===== src/rtl/seq_datapath_pkg.sv =====
// rtl/seq_datapath_pkg.sv - command encodings and FSM state type for seq_datapath
package seq_datapath_pkg;

    typedef enum logic [1:0] {
        MODE_ALU = 2'b00,
        MODE_CMP = 2'b01,
        MODE_MOV = 2'b10,
        MODE_RSV = 2'b11
    } mode_e;

    typedef enum logic [1:0] {
        OP_ADD  = 2'b00,
        OP_SUB  = 2'b01,
        OP_AND  = 2'b10,
        OP_NOTB = 2'b11
    } op_e;

    typedef enum logic [1:0] {
        SH_NONE = 2'b00,
        SH_LSL1 = 2'b01,
        SH_LSR1 = 2'b10,
        SH_ASR1 = 2'b11
    } shift_e;

    typedef enum logic [2:0] {
        S_IDLE = 3'd0,
        S_RDA  = 3'd1,
        S_RDB  = 3'd2,
        S_EXEC = 3'd3,
        S_WB   = 3'd4
    } state_e;

    localparam int STATUS_W = 3;

    // Only ALU and move commands commit to the register file.
    function automatic logic mode_writes(input mode_e mode);
        return (mode == MODE_ALU) || (mode == MODE_MOV);
    endfunction

endpackage


===== src/rtl/sd_regfile.sv =====
// rtl/sd_regfile.sv - register file: one synchronous write port, two combinational read ports
module sd_regfile #(
    parameter int  WIDTH = 16,
    parameter int  NREGS = 8,
    localparam int AW    = $clog2(NREGS)
) (
    input  logic             clk,
    input  logic             rst_n,
    input  logic             we,
    input  logic [AW-1:0]    waddr,
    input  logic [WIDTH-1:0] wdata,
    input  logic [AW-1:0]    raddr_a,
    output logic [WIDTH-1:0] rdata_a,
    input  logic [AW-1:0]    raddr_b,
    output logic [WIDTH-1:0] rdata_b
);

    logic [WIDTH-1:0] mem_q [NREGS];

    always_ff @(posedge clk or negedge rst_n) begin
        if (!rst_n) begin
            for (int i = 0; i < NREGS; i++) begin
                mem_q[i] <= '0;
            end
        end else if (we) begin
            mem_q[waddr] <= wdata;
        end
    end

    assign rdata_a = mem_q[raddr_a];
    assign rdata_b = mem_q[raddr_b];

endmodule


===== src/rtl/seq_datapath.sv =====
// rtl/seq_datapath.sv - multi-cycle register/ALU datapath sequenced by a five-state FSM
module seq_datapath
    import seq_datapath_pkg::*;
#(
    parameter int  WIDTH = 16,
    parameter int  NREGS = 8,
    parameter int  IMMW  = 5,
    localparam int AW    = $clog2(NREGS)
) (
    input  logic                clk,
    input  logic                rst_n,
    input  logic                cmd_valid,
    output logic                cmd_ready,
    input  logic [1:0]          cmd_mode,
    input  logic [1:0]          cmd_op,
    input  logic [1:0]          cmd_shift,
    input  logic                cmd_asel,
    input  logic                cmd_bsel,
    input  logic [AW-1:0]       cmd_rn,
    input  logic [AW-1:0]       cmd_rm,
    input  logic [AW-1:0]       cmd_rd,
    input  logic [IMMW-1:0]     cmd_imm,
    input  logic [WIDTH-1:0]    wr_data,
    output logic                done,
    output logic [WIDTH-1:0]    result,
    output logic [STATUS_W-1:0] status,
    output logic                busy,
    input  logic [AW-1:0]       dbg_addr,
    output logic [WIDTH-1:0]    dbg_data
);

    state_e state_q, state_d;

    mode_e                mode_q;
    op_e                  op_q;
    shift_e               shift_q;
    logic                 asel_q, bsel_q;
    logic [AW-1:0]        rn_q, rm_q, rd_q;
    logic [IMMW-1:0]      imm_q;
    logic [WIDTH-1:0]     a_q, b_q, c_q;
    logic [STATUS_W-1:0]  status_q;

    logic                 accept;
    logic [AW-1:0]        rf_raddr;
    logic [WIDTH-1:0]     rf_rdata;
    logic                 rf_we;

    logic [WIDTH-1:0]     a_op, b_sh, b_op, imm_ext, alu_res;
    logic                 alu_v;

    // Operand A and B are fetched in different states, so one read port serves both.
    assign rf_raddr = (state_q == S_RDB) ? rm_q : rn_q;
    assign rf_we    = (state_q == S_WB) && mode_writes(mode_q);

    sd_regfile #(
        .WIDTH (WIDTH),
        .NREGS (NREGS)
    ) u_regfile (
        .clk     (clk),
        .rst_n   (rst_n),
        .we      (rf_we),
        .waddr   (rd_q),
        .wdata   (c_q),
        .raddr_a (rf_raddr),
        .rdata_a (rf_rdata),
        .raddr_b (dbg_addr),
        .rdata_b (dbg_data)
    );

    always_ff @(posedge clk or negedge rst_n) begin
        if (!rst_n) begin
            state_q <= S_IDLE;
        end else begin
            state_q <= state_d;
        end
    end

    always_comb begin
        state_d   = state_q;
        cmd_ready = 1'b0;
        done      = 1'b0;
        busy      = 1'b1;
        accept    = 1'b0;
        case (state_q)
            S_IDLE: begin
                cmd_ready = 1'b1;
                busy      = 1'b0;
                if (cmd_valid) begin
                    accept  = 1'b1;
                    state_d = (mode_e'(cmd_mode) == MODE_MOV) ? S_WB : S_RDA;
                end
            end
            S_RDA:  state_d = S_RDB;
            S_RDB:  state_d = S_EXEC;
            S_EXEC: state_d = S_WB;
            S_WB: begin
                done    = 1'b1;
                state_d = S_IDLE;
            end
            default: state_d = S_IDLE;
        endcase
    end

    assign imm_ext = {{(WIDTH-IMMW){1'b0}}, imm_q};

    always_comb begin
        a_op    = asel_q ? '0 : a_q;
        b_sh    = b_q;
        alu_res = '0;
        alu_v   = 1'b0;
        case (shift_q)
            SH_LSL1: b_sh = {b_q[WIDTH-2:0], 1'b0};
            SH_LSR1: b_sh = {1'b0, b_q[WIDTH-1:1]};
            SH_ASR1: b_sh = {b_q[WIDTH-1], b_q[WIDTH-1:1]};
            default: b_sh = b_q;
        endcase
        b_op = bsel_q ? imm_ext : b_sh;
        case (op_q)
            OP_ADD: begin
                alu_res = a_op + b_op;
                alu_v   = (a_op[WIDTH-1] == b_op[WIDTH-1]) && (alu_res[WIDTH-1] != a_op[WIDTH-1]);
            end
            OP_SUB: begin
                alu_res = a_op - b_op;
                alu_v   = (a_op[WIDTH-1] != b_op[WIDTH-1]) && (alu_res[WIDTH-1] != a_op[WIDTH-1]);
            end
            OP_AND:  alu_res = a_op & b_op;
            default: alu_res = ~b_op;
        endcase
    end

    always_ff @(posedge clk or negedge rst_n) begin
        if (!rst_n) begin
            mode_q   <= MODE_ALU;
            op_q     <= OP_ADD;
            shift_q  <= SH_NONE;
            asel_q   <= 1'b0;
            bsel_q   <= 1'b0;
            rn_q     <= '0;
            rm_q     <= '0;
            rd_q     <= '0;
            imm_q    <= '0;
            a_q      <= '0;
            b_q      <= '0;
            c_q      <= '0;
            status_q <= '0;
        end else begin
            if (accept) begin
                mode_q  <= mode_e'(cmd_mode);
                op_q    <= op_e'(cmd_op);
                shift_q <= shift_e'(cmd_shift);
                asel_q  <= cmd_asel;
                bsel_q  <= cmd_bsel;
                rn_q    <= cmd_rn;
                rm_q    <= cmd_rm;
                rd_q    <= cmd_rd;
                imm_q   <= cmd_imm;
                // A move goes straight to write-back, so C captures its data at the handshake.
                if (mode_e'(cmd_mode) == MODE_MOV) begin
                    c_q <= wr_data;
                end
            end
            if (state_q == S_RDA) begin
                a_q <= rf_rdata;
            end
            if (state_q == S_RDB) begin
                b_q <= rf_rdata;
            end
            if (state_q == S_EXEC) begin
                c_q      <= alu_res;
                status_q <= {alu_res[WIDTH-1], alu_v, (alu_res == '0)};
            end
        end
    end

    assign result = c_q;
    assign status = status_q;

endmodule

===== config.mk =====
export PLATFORM = sky130hd
export DESIGN_NAME = seq_datapath
export DESIGN_NICKNAME = d
export VERILOG_FILES = /design/src/rtl/seq_datapath_pkg.sv /design/src/rtl/sd_regfile.sv /design/src/rtl/seq_datapath.sv
export SDC_FILE = /design/constraint.sdc
export NUM_CORES = 1
export LEC_CHECK = 0
export BUFFER_PORTS_ARGS = -buffer_cell sky130_fd_sc_hd__buf_2
export CORE_MARGIN = 2
export CORE_UTILIZATION = 58
export DETAILED_ROUTE_END_ITERATION = 12
export PLACE_DENSITY = 0.86
export REMOVE_ABC_BUFFERS = 1
export SYNTH_ARGS = -nofsm -noshare
export SYNTH_HDL_FRONTEND = slang
export SYNTH_HIERARCHICAL = 1
export SYNTH_SLANG_ARGS = --single-unit

===== constraint.sdc =====
create_clock -name clk -period 5.35 [get_ports clk]
set_input_delay 0.8025 -clock clk [delete_from_list [all_inputs] [get_ports clk]]
set_output_delay 0.8025 -clock clk [all_outputs]
set_load 0.01 [all_outputs]

==> results summary, run 1 <==
TritonCTS built the clock tree. The Yosys step of the flow raised 6 warnings. The count of flip-flops with a built-in enable after synthesis is 0.

The reg2reg setup slack is about 0.93 ns. The core occupancy in the finished layout came out at approximately 64%. The most prevalent standard cell on the critical path is sky130_fd_sc_hd__o211ai_1. The routability congestion estimate is 0.909. The dominant cell type by area after synthesis is sky130_fd_sc_hd__dfrtp_1.

The required time of the worst setup path came out at roughly 5.8 ns. Walking the worst path, the cells encountered are mux2_2 > o211ai_1 > a21boi_0 > inv_1 > ha_1 > a21oi_4 > o211ai_1 > a2111oi_2 > o31a_1 > o31ai_1 > nor4_1 > and4_1 > nand4_1 > nand2_1. Once placement completed, the tool counted placed cells totaling roughly 1300. The number of remaining DRC errors came out at 0.

VDD sags by at most about 0.33 mV. The arrival time at the worst endpoint is just under 5 ns. The height of the die came out at between 150 and 200 um. The residual overflow from global routing is 0.

The tree is rooted in a sky130_fd_sc_hd__clkbuf_16. The clock-pin slew on the worst setup and hold paths is 0.06 ns. The number of gates given a new drive strength after cts is 0.

The wire-length estimate of the detail-placed layout is 21.3 mm. The setup TNS after final layout is 0 ns. The I/O pin count came out at 82.

Across every metal layer, demand over resource in global routing totals between 20% and 30%. Summed over all layers, the routed wires come to between 30 and 40 mm. The TritonCTS buffer count came out at 21. After the last flow step, the layout net total stands at approximately 1100. In the synthesized netlist the async set-or-reset flop fraction comes to 100%. The static leakage came out at ~6.7 nW.

The post-CTS setup buffer count came out at 0. At the pin with the least slew margin, the transition time is 1.21 ns. The synthesized design devotes to its leading area cell type 40.1% of total area. No sink is reached through more buffers than the 3 on the longest clock path. The distinct cell type count after synthesis came out at between 80 and 90. The worst setup path is captured at a register. The pin count of the biggest net entering global routing is between 100 and 150. The number of register bits inferred by synthesis is 203. The die area is 0.0230 mm2. The number of global-route vias before repair came out at approximately 9100. The headroom to the max-slew limit came out at between 10% and 20%.

The overall power of the completed layout came out at between 0.008 and 0.009 W. The portion of the clock cycle consumed by the worst path in the final layout came out at around 83%. After detailed routing, the average wire length per cell comes to about 24 um. The gate count after technology mapping is 1011. From left edge to right edge, the die measures ~150 um.

In this run the worst path has a maximum fanout of 18. The highest clock rate is between 0.2 and 0.25 GHz. The layout overhead on the synthesized area came out at 8.99%.

The category of the worst setup path launch point is a register. The master of the slowest instance on the critical path is sky130_fd_sc_hd__dfrtp_1. The most instantiated flip-flop cell in the synthesis netlist is sky130_fd_sc_hd__dfrtp_1.

The path class of the tightest hold or removal check is primary input to async pin. The post-layout minimum cycle time is roughly 4.4 ns. The number of buffers inserted for hold repair after clock tree synthesis came out at 0. The core region is around 0.022 mm2. The cell area after synthesis is 0.0127 mm2. The clock sink total is 203. The flow ran to the end, and the final reports show no timing, DRC or antenna violations.

The instance area at placement is about 0.013 mm2. Ranked by total cell area, the synthesized netlist is headed by sky130_fd_sc_hd__dfrtp_1, sky130_fd_sc_hd__mux2_2, sky130_fd_sc_hd__mux4_1. The number of cell rows is 54. Setup repair after global routing left no endpoint under its margin. The stage delay of the slowest cell on the critical path came out at a little over 0.8 ns. The detail route stage leaves a number of antenna-violating nets equal to 0.

The number of port buffers came out at 81. Dividing the synthesized area by the synthesized cell count gives ~13 um2. The total number of vias is 9070. The wire length of the first global-routing pass is around 51 mm.

For this run, the register share of the synthesized area comes to about two fifths. The layout cell share with drive strength beyond 1 came out at between 30% and 40%. The H-tree depth is 1.

Across the run, the number of max-cap violations was 0. The count of final setup violators came out at 0. The first TritonRoute pass finished after 5 iterations. The detailed router's first-iteration violation count came out at between 700 and 800. The initial core utilization is around three fifths. The repair_antennas step left the layout with diodes totalling 0.

The final standard cell count with taps included and fillers excluded came out at approximately 1300. The ratio of total power to cell area is between 500 and 600 mW/mm2. The critical path is of the register to register type. The number of max-slew violations in the final report is 0. The number of antenna violations at the first check in global routing is 0. The clock insertion delay at the later pin of the skew report is approximately 0.50 ns. The final-layout fill cell count came out at 1538. The area of all placed cells without fillers is roughly 0.014 mm2.

The count of endpoints failing hold in the final timing report came out at 0. The via density per instance is a little under 7. For the final database, setup skew stands at 0.0123 ns.
-- stage by stage --
stage | setup WS (ns) | hold WS, ns
5_1_grt | 0.618 | 0.517
2_1_floorplan | 1.29 | 0.473
3_3_place_gp | 1.16 | 0.465
4_1_cts | 0.991 | 0.494
6_report | 0.934 | 0.455
3_5_place_dp | 1.02 | 0.474
-- state kept, by name (all words and copies together) (netlist names) --
signal / cells
shift_q: 2
u_regfile/mem_q: 128
op_q: 2
status: 3
state_q: 3
rd_q: 3
bsel_q: 1
imm_q: 5
result: 16
a_q: 16
mode_q: 1
rm_q: 3
rn_q: 3
asel_q: 1
b_q: 16
-- path summary, 6_finish.rpt --
| path | from | endpoint | cells past startpoint |
|---|---|---|---|
| max in group asynchronous | rst_n | u_regfile/mem_q[69]$_DFFE_PN0P_ | 2 |
| worst min-delay path | rst_n | u_regfile/mem_q[12]$_DFFE_PN0P_ | 1 |
| worst max-delay path | shift_q[0]$_DFFE_PN0P_ | status[0]$_DFFE_PN0P_ | 14 |
| min in group clk | status[1]$_DFFE_PN0P_ | status[1]$_DFFE_PN0P_ | 2 |
| worst max register to register | shift_q[0]$_DFFE_PN0P_ | status[0]$_DFFE_PN0P_ | 14 |
| worst min register to register | status[1]$_DFFE_PN0P_ | status[1]$_DFFE_PN0P_ | 2 |
-- area by class of cell --
| cell class | count | area (um2) | area share, % |
|---|---|---|---|
| Inverter | 38 | 143 | 1.03 |
| Timing Repair Buffer | 94 | 512 | 3.71 |
| Clock inverter | 5 | 31.3 | 0.227 |
| Multi-Input combinational cell | 700 | 7100 | 51.4 |
| Sequential cell | 203 | 5080 | 36.8 |
| Tap cell | 280 | 350 | 2.54 |
| Clock buffer | 28 | 592 | 4.29 |
-- cells by family after synthesis --
kind of cell | Yosys count | synth area share (%)
mux | 294 | 33.4
flops | 203 | 40.1
simple gates | 200 | 8.86
compound gates | 167 | 9.64
buf+inv | 108 | 4.24
fa+ha+maj | 33 | 3.38
xor+xnor | 6 | 0.415
-- power by group --
group | switching [W] | internal [W] | leakage (nW) | total, W
combinational | 0.00216 | 0.00195 | 3.71 | 0.00411
sequential | 0.000677 | 0.00210 | 2.69 | 0.00277
clock | 0.000583 | 0.000771 | 0.307 | 0.00135
total | 0.00342 | 0.00481 | 6.71 | 0.00824
-- layout by cell type (no fill, tap or decap), types with 8 or more instances in the layout --
cell | synthesis | routed
sky130_fd_sc_hd__mux2_2 | 219 | 219
sky130_fd_sc_hd__dfrtp_1 | 203 | 203
sky130_fd_sc_hd__buf_2 | 16 | 80
sky130_fd_sc_hd__nand2_1 | 57 | 57
sky130_fd_sc_hd__mux4_1 | 56 | 56
sky130_fd_sc_hd__a21oi_1 | 41 | 41
sky130_fd_sc_hd__inv_1 | 36 | 36
sky130_fd_sc_hd__nor2_1 | 32 | 31
sky130_fd_sc_hd__o21ai_0 | 31 | 31
sky130_fd_sc_hd__ha_1 | 31 | 31
sky130_fd_sc_hd__nor2b_1 | 27 | 27
sky130_fd_sc_hd__clkbuf_16 | 0 | 21
sky130_fd_sc_hd__a31oi_1 | 15 | 15
sky130_fd_sc_hd__nor3_1 | 14 | 13
sky130_fd_sc_hd__buf_4 | 7 | 13
sky130_fd_sc_hd__mux2i_1 | 11 | 11
sky130_fd_sc_hd__and3_1 | 10 | 10
sky130_fd_sc_hd__nand2b_1 | 9 | 9
sky130_fd_sc_hd__o211ai_1 | 8 | 8
sky130_fd_sc_hd__mux4_2 | 8 | 8
-- metal layers --
metal | part of all wire (%) | track usage, % | vias up
met5 | 0 | 0 | -
met4 | 4.2 | 12.2 | 0
met3 | 5.8 | 2.96 | 102
met2 | 50 | 49.1 | 412
met1 | 40 | 38.1 | 4617
li1 | - | - | 3939
-- worst max-delay path: cells and delay by family, from the launching register on --
family	cells	cell delay, ns
AO/OA/AOI/OAI	7	1.74
multiplexers	1	0.42
flip-flops	1	0.83
AND/OR/NAND/NOR	4	0.80
adder cells (fa/ha/maj)	1	0.47
buffers and inverters	1	0.08
-- Yosys cell counts (4+ instances only) --
master / number
sky130_fd_sc_hd__mux4_1: 56
sky130_fd_sc_hd__mux2_2: 219
sky130_fd_sc_hd__dfrtp_1: 203
sky130_fd_sc_hd__o211a_1: 4
sky130_fd_sc_hd__buf_2: 16
sky130_fd_sc_hd__nand2b_1: 9
sky130_fd_sc_hd__buf_1: 9
sky130_fd_sc_hd__o2111ai_1: 4
sky130_fd_sc_hd__a22oi_1: 6
sky130_fd_sc_hd__nor3_1: 14
sky130_fd_sc_hd__o211ai_1: 8
sky130_fd_sc_hd__mux4_2: 8
sky130_fd_sc_hd__nor2b_1: 27
sky130_fd_sc_hd__o31ai_1: 4
sky130_fd_sc_hd__clkbuf_1: 25
sky130_fd_sc_hd__a21o_1: 4
sky130_fd_sc_hd__a21oi_1: 41
sky130_fd_sc_hd__or2_2: 4
sky130_fd_sc_hd__and3_1: 10
sky130_fd_sc_hd__o21ai_0: 31
sky130_fd_sc_hd__buf_6: 11
sky130_fd_sc_hd__xnor2_1: 6
sky130_fd_sc_hd__nor2_1: 32
sky130_fd_sc_hd__nand3_1: 6
sky130_fd_sc_hd__inv_1: 36
sky130_fd_sc_hd__buf_4: 7
sky130_fd_sc_hd__a211oi_1: 6
sky130_fd_sc_hd__nand2_1: 57
sky130_fd_sc_hd__mux2i_1: 11
sky130_fd_sc_hd__ha_1: 31
sky130_fd_sc_hd__a31oi_1: 15
sky130_fd_sc_hd__nor3b_1: 7
Note: power is estimated with default switching activity, not from simulation.
==> inputs of run 2 (changes only) <==
Settings changed: CORE_UTILIZATION 58 to 56.
Clock period 5.35 ns to 3.75 ns, I/O delays scaled along.
==> run 2 against run 1 <==
- global-route usage is 0.69 points lower
- register-to-register slack got worse by 0.80 ns
- setup slack worse by 0.80 ns
- first-iteration DRC count shrank 6.9%
- largest power group unchanged
- maximum frequency up 22%
- combinational power up 58%
- clock skew rose by 0.015 ns
- total power is 55% higher
- die area is 3.5% higher
- via count is 2.8% higher
==> results summary, run 2 (synthesized netlist as in run 1, its figures left out) <==
The clock tree buffer depth was 3 (unchanged). The die area came out at 0.0238 mm2 (was 0.0230 mm2). The final-layout fill cell count is 1581 (was 1538). The diode insertion count for antenna repair is 0 (unchanged). The detailed router's first-iteration violation count came to 699 (was 751). The count of final setup violators is 0 (unchanged). The setup slack at placement is -0.100 ns (was 1.02 ns). The ratio of total power to cell area is 880 mW/mm2 (was 597 mW/mm2). The start-to-end type of the worst setup path is register to register (unchanged). The number of port buffers is 81 (unchanged).

The total internal power is 0.00761 W (was 0.00481 W). The sort of element at the end of the critical path is a register (unchanged). The number of global-route vias before repair was 9616 (was 9106).

The layout cell share with drive strength beyond 1 is 41.1% (was 36.0%). The peak ir drop on the vdd network came out at 0.451 mV (was 0.329 mV). The combinational share of power came to 50.8% (was 49.9%). The overall routing resource usage was 28.2% (was 28.9%). The sequential share of power was 30.8% (was 33.7%). The portion of the clock cycle consumed by the worst path in the final layout is 96.5% (was 82.5%).

Critical Path, Cell by Cell: buf_6 > inv_2 > a211oi_1 > a21oi_2 > fa_1 > and2b_4 > o211ai_4 > a2111oi_4 > nor3_1 > or3b_1 > nor4_2 > and4_1 > nand4_1 > nand2_1 (was mux2_2 > o211ai_1 > a21boi_0 > inv_1 > ha_1 > a21oi_4 > o211ai_1 > a2111oi_2 > o31a_1 > o31ai_1 > nor4_1 > and4_1 > nand4_1 > nand2_1). The max-capacitance violation count is 0 (unchanged). The number of nets in the layout is 1178 (was 1135). The top fanout value on the critical path came out at 12 (was 18). The total number of vias was 9328 (was 9070). The pin count of the biggest net entering global routing came out at 98 (was 127). The first-pass iteration count of the detailed router came to 5 (unchanged).

The headroom to the max-slew limit came to 43.0% (was 19.2%). The die boundary width is 154 um (was 152 um). The clock tree from TritonCTS is yes (unchanged). The type of the worst min-delay path is primary input to async pin (unchanged).

The initial core utilization is 56.5% (was 58.6%). The count of buffer and inverter cells on the critical path came to 2 (was 1). The stage delay of the slowest cell on the critical path is 0.44 ns (was 0.83 ns).

The routability congestion estimate came out at 0.930 (was 0.909). The number of antenna violations at the first check in global routing was 0 (unchanged). The post-layout minimum cycle time was 3.62 ns (was 4.42 ns). The number of remaining DRC errors came out at 0 (unchanged).

The clock insertion delay at the later pin of the skew report came out at 0.52 ns (was 0.50 ns). The master of the slowest instance on the critical path was sky130_fd_sc_hd__dfrtp_1 (unchanged). The TritonCTS buffer count came out at 22 (was 21). The count of endpoints failing hold in the final timing report came out at 0 (unchanged).

The core occupancy in the finished layout came out at 64.7% (was 63.9%). The arrival time at the worst endpoint is 4.08 ns (was 4.85 ns). The total core area came out at 0.0224 mm2 (was 0.0216 mm2). The number of cells on the critical path is 14 (unchanged). The wire length of the first global-routing pass came out at 53.0 mm (was 51.0 mm).

The count of nets left with antenna violations after detail routing is 0 (unchanged). The final worst setup slack came out at 0.132 ns (was 0.934 ns). The H-tree depth was 1 (unchanged).

The static leakage is 7.03 nW (was 6.71 nW). The required time of the worst setup path was 4.21 ns (was 5.78 ns). The largest delay contributor family on the critical path was simple AND/OR/NAND/NOR gates (was compound AO/OA/AOI/OAI gates). The residual overflow from global routing came out at 0 (unchanged).

The category of the worst setup path launch point was a register (unchanged). The net switching power came out at 0.00516 W (was 0.00342 W). The number of flip-flops under the largest register name is 128 (unchanged). The clock group share of total power came out at 18.4% (was 16.4%). The final wirelength was 33.8 mm (was 32.9 mm). The detailed placer's ending HPWL is 22.1 mm (was 21.3 mm).

The clock-pin slew on the worst setup and hold paths is 0.07 ns (was 0.06 ns). The master cell of the clock root buffer is sky130_fd_sc_hd__clkbuf_16 (unchanged). The worst-case hold slack is 0.0949 ns (was 0.455 ns). The per-cell routed wire length is 24.1 um (was 24.4 um). Commonest cells after routing, fill and taps aside: sky130_fd_sc_hd__mux2_2, sky130_fd_sc_hd__dfrtp_1, sky130_fd_sc_hd__buf_2, sky130_fd_sc_hd__nand2_1, sky130_fd_sc_hd__mux4_1 (unchanged).

The fraction of power spent switching nets came out at 40.4% (was 41.6%). The number of max-slew violations in the final report is 0 (unchanged). The worst clock skew on the final layout is 0.0271 ns (was 0.0123 ns).

Outcome: finished, final reports clean (unchanged). The I/O pin count came out at 82 (unchanged). The register containing the most flip-flops in the final layout is u_regfile/mem_q (unchanged). The worst reg-to-reg path cell count was 14 (unchanged). The number of cell rows came out at 55 (was 54).

The clock sink total is 203 (unchanged). The leading cell type in the layout, fill and taps excluded is sky130_fd_sc_hd__mux2_2 (unchanged). The via density per instance came out at 6.65 (was 6.73). The height of the die came out at 154 um (was 152 um). The actual slew at the worst max-slew pin is 0.852 ns (was 1.21 ns). The highest clock rate came out at 0.276 GHz (was 0.226 GHz).

The layout overhead on the synthesized area came to 14.5% (was 8.99%).
-- run 2: final timing paths --
| path | startpoint | endpoint | slack [ns] |
|---|---|---|---|
| worst min register to register | status[2]$_DFFE_PN0P_ | status[2]$_DFFE_PN0P_ | 0.49 |
| worst max register to register | shift_q[1]$_DFFE_PN0P_ | status[0]$_DFFE_PN0P_ | 0.13 |
| worst max-delay path | shift_q[1]$_DFFE_PN0P_ | status[0]$_DFFE_PN0P_ | 0.13 |
| worst min-delay path | rst_n | op_q[1]$_DFFE_PN0P_ | 0.09 |
| min in group clk | cmd_op[0] | op_q[0]$_DFFE_PN0P_ | 0.25 |
| max in group asynchronous | rst_n | u_regfile/mem_q[43]$_DFFE_PN0P_ | 2.64 |
-- run 2: what timing repair did --
item	in CTS	in global routing
hold buffers	0	0
gates resized for setup	2	36
endpoints found under the setup margin	2	8
setup buffers	0	5
pin swaps	0	7
-- run 2: worst register-to-register path: cells and delay by family, from the launching register on --
| family | cells | cell delay (ns) |
|---|---|---|
| buf+inv | 2 | 0.26 |
| flops | 1 | 0.44 |
| compound gates | 4 | 0.87 |
| simple gates | 7 | 1.57 |
| fa+ha+maj | 1 | 0.44 |
-- run 2: final cells by class --
type / count / area, um2 / area share [%]
Inverter: 38 / 143 / 0.983
Tap cell: 285 / 357 / 2.46
Clock buffer: 27 / 609 / 4.20
Sequential cell: 203 / 5080 / 35.0
Multi-Input combinational cell: 700 / 7270 / 50.1
Timing Repair Buffer: 136 / 863 / 5.95
Clock inverter: 13 / 180 / 1.24
-- run 2: layer usage --
| metal | global-route usage (%) | vias up | part of all wire, % |
|---|---|---|---|
| li1 | - | 4038 | - |
| met1 | 36.6 | 4727 | 40 |
| met2 | 47.1 | 433 | 49 |
| met3 | 4.03 | 130 | 6.0 |
| met4 | 13.4 | 0 | 4.9 |
| met5 | 0 | - | 0 |
-- run 2: power groups by stage --
stage / clock network, W / logic (W) / registers (W)
after CTS: 0.00237 / 0.00611 / 0.00390
after floorplan: 0 / 0.00412 / 0.00369
after global routing: 0.00247 / 0.00693 / 0.00405
final: 0.00235 / 0.00648 / 0.00394
after detailed placement: 0 / 0.00599 / 0.00389
after global placement: 0 / 0.00588 / 0.00379
-- run 2: metrics by stage --
stage	cells	cell area, um2	TNS [ns]	total power (W)
floorplan	941	12300	-10.07	0.00781
global placement	1357	13500	0	0.00967
detailed placement	1357	13500	-0.131	0.00988
CTS	1397	14300	0	0.0124
global route	1402	14500	-0.0373	0.0134
finish	1402	14500	0	0.0128
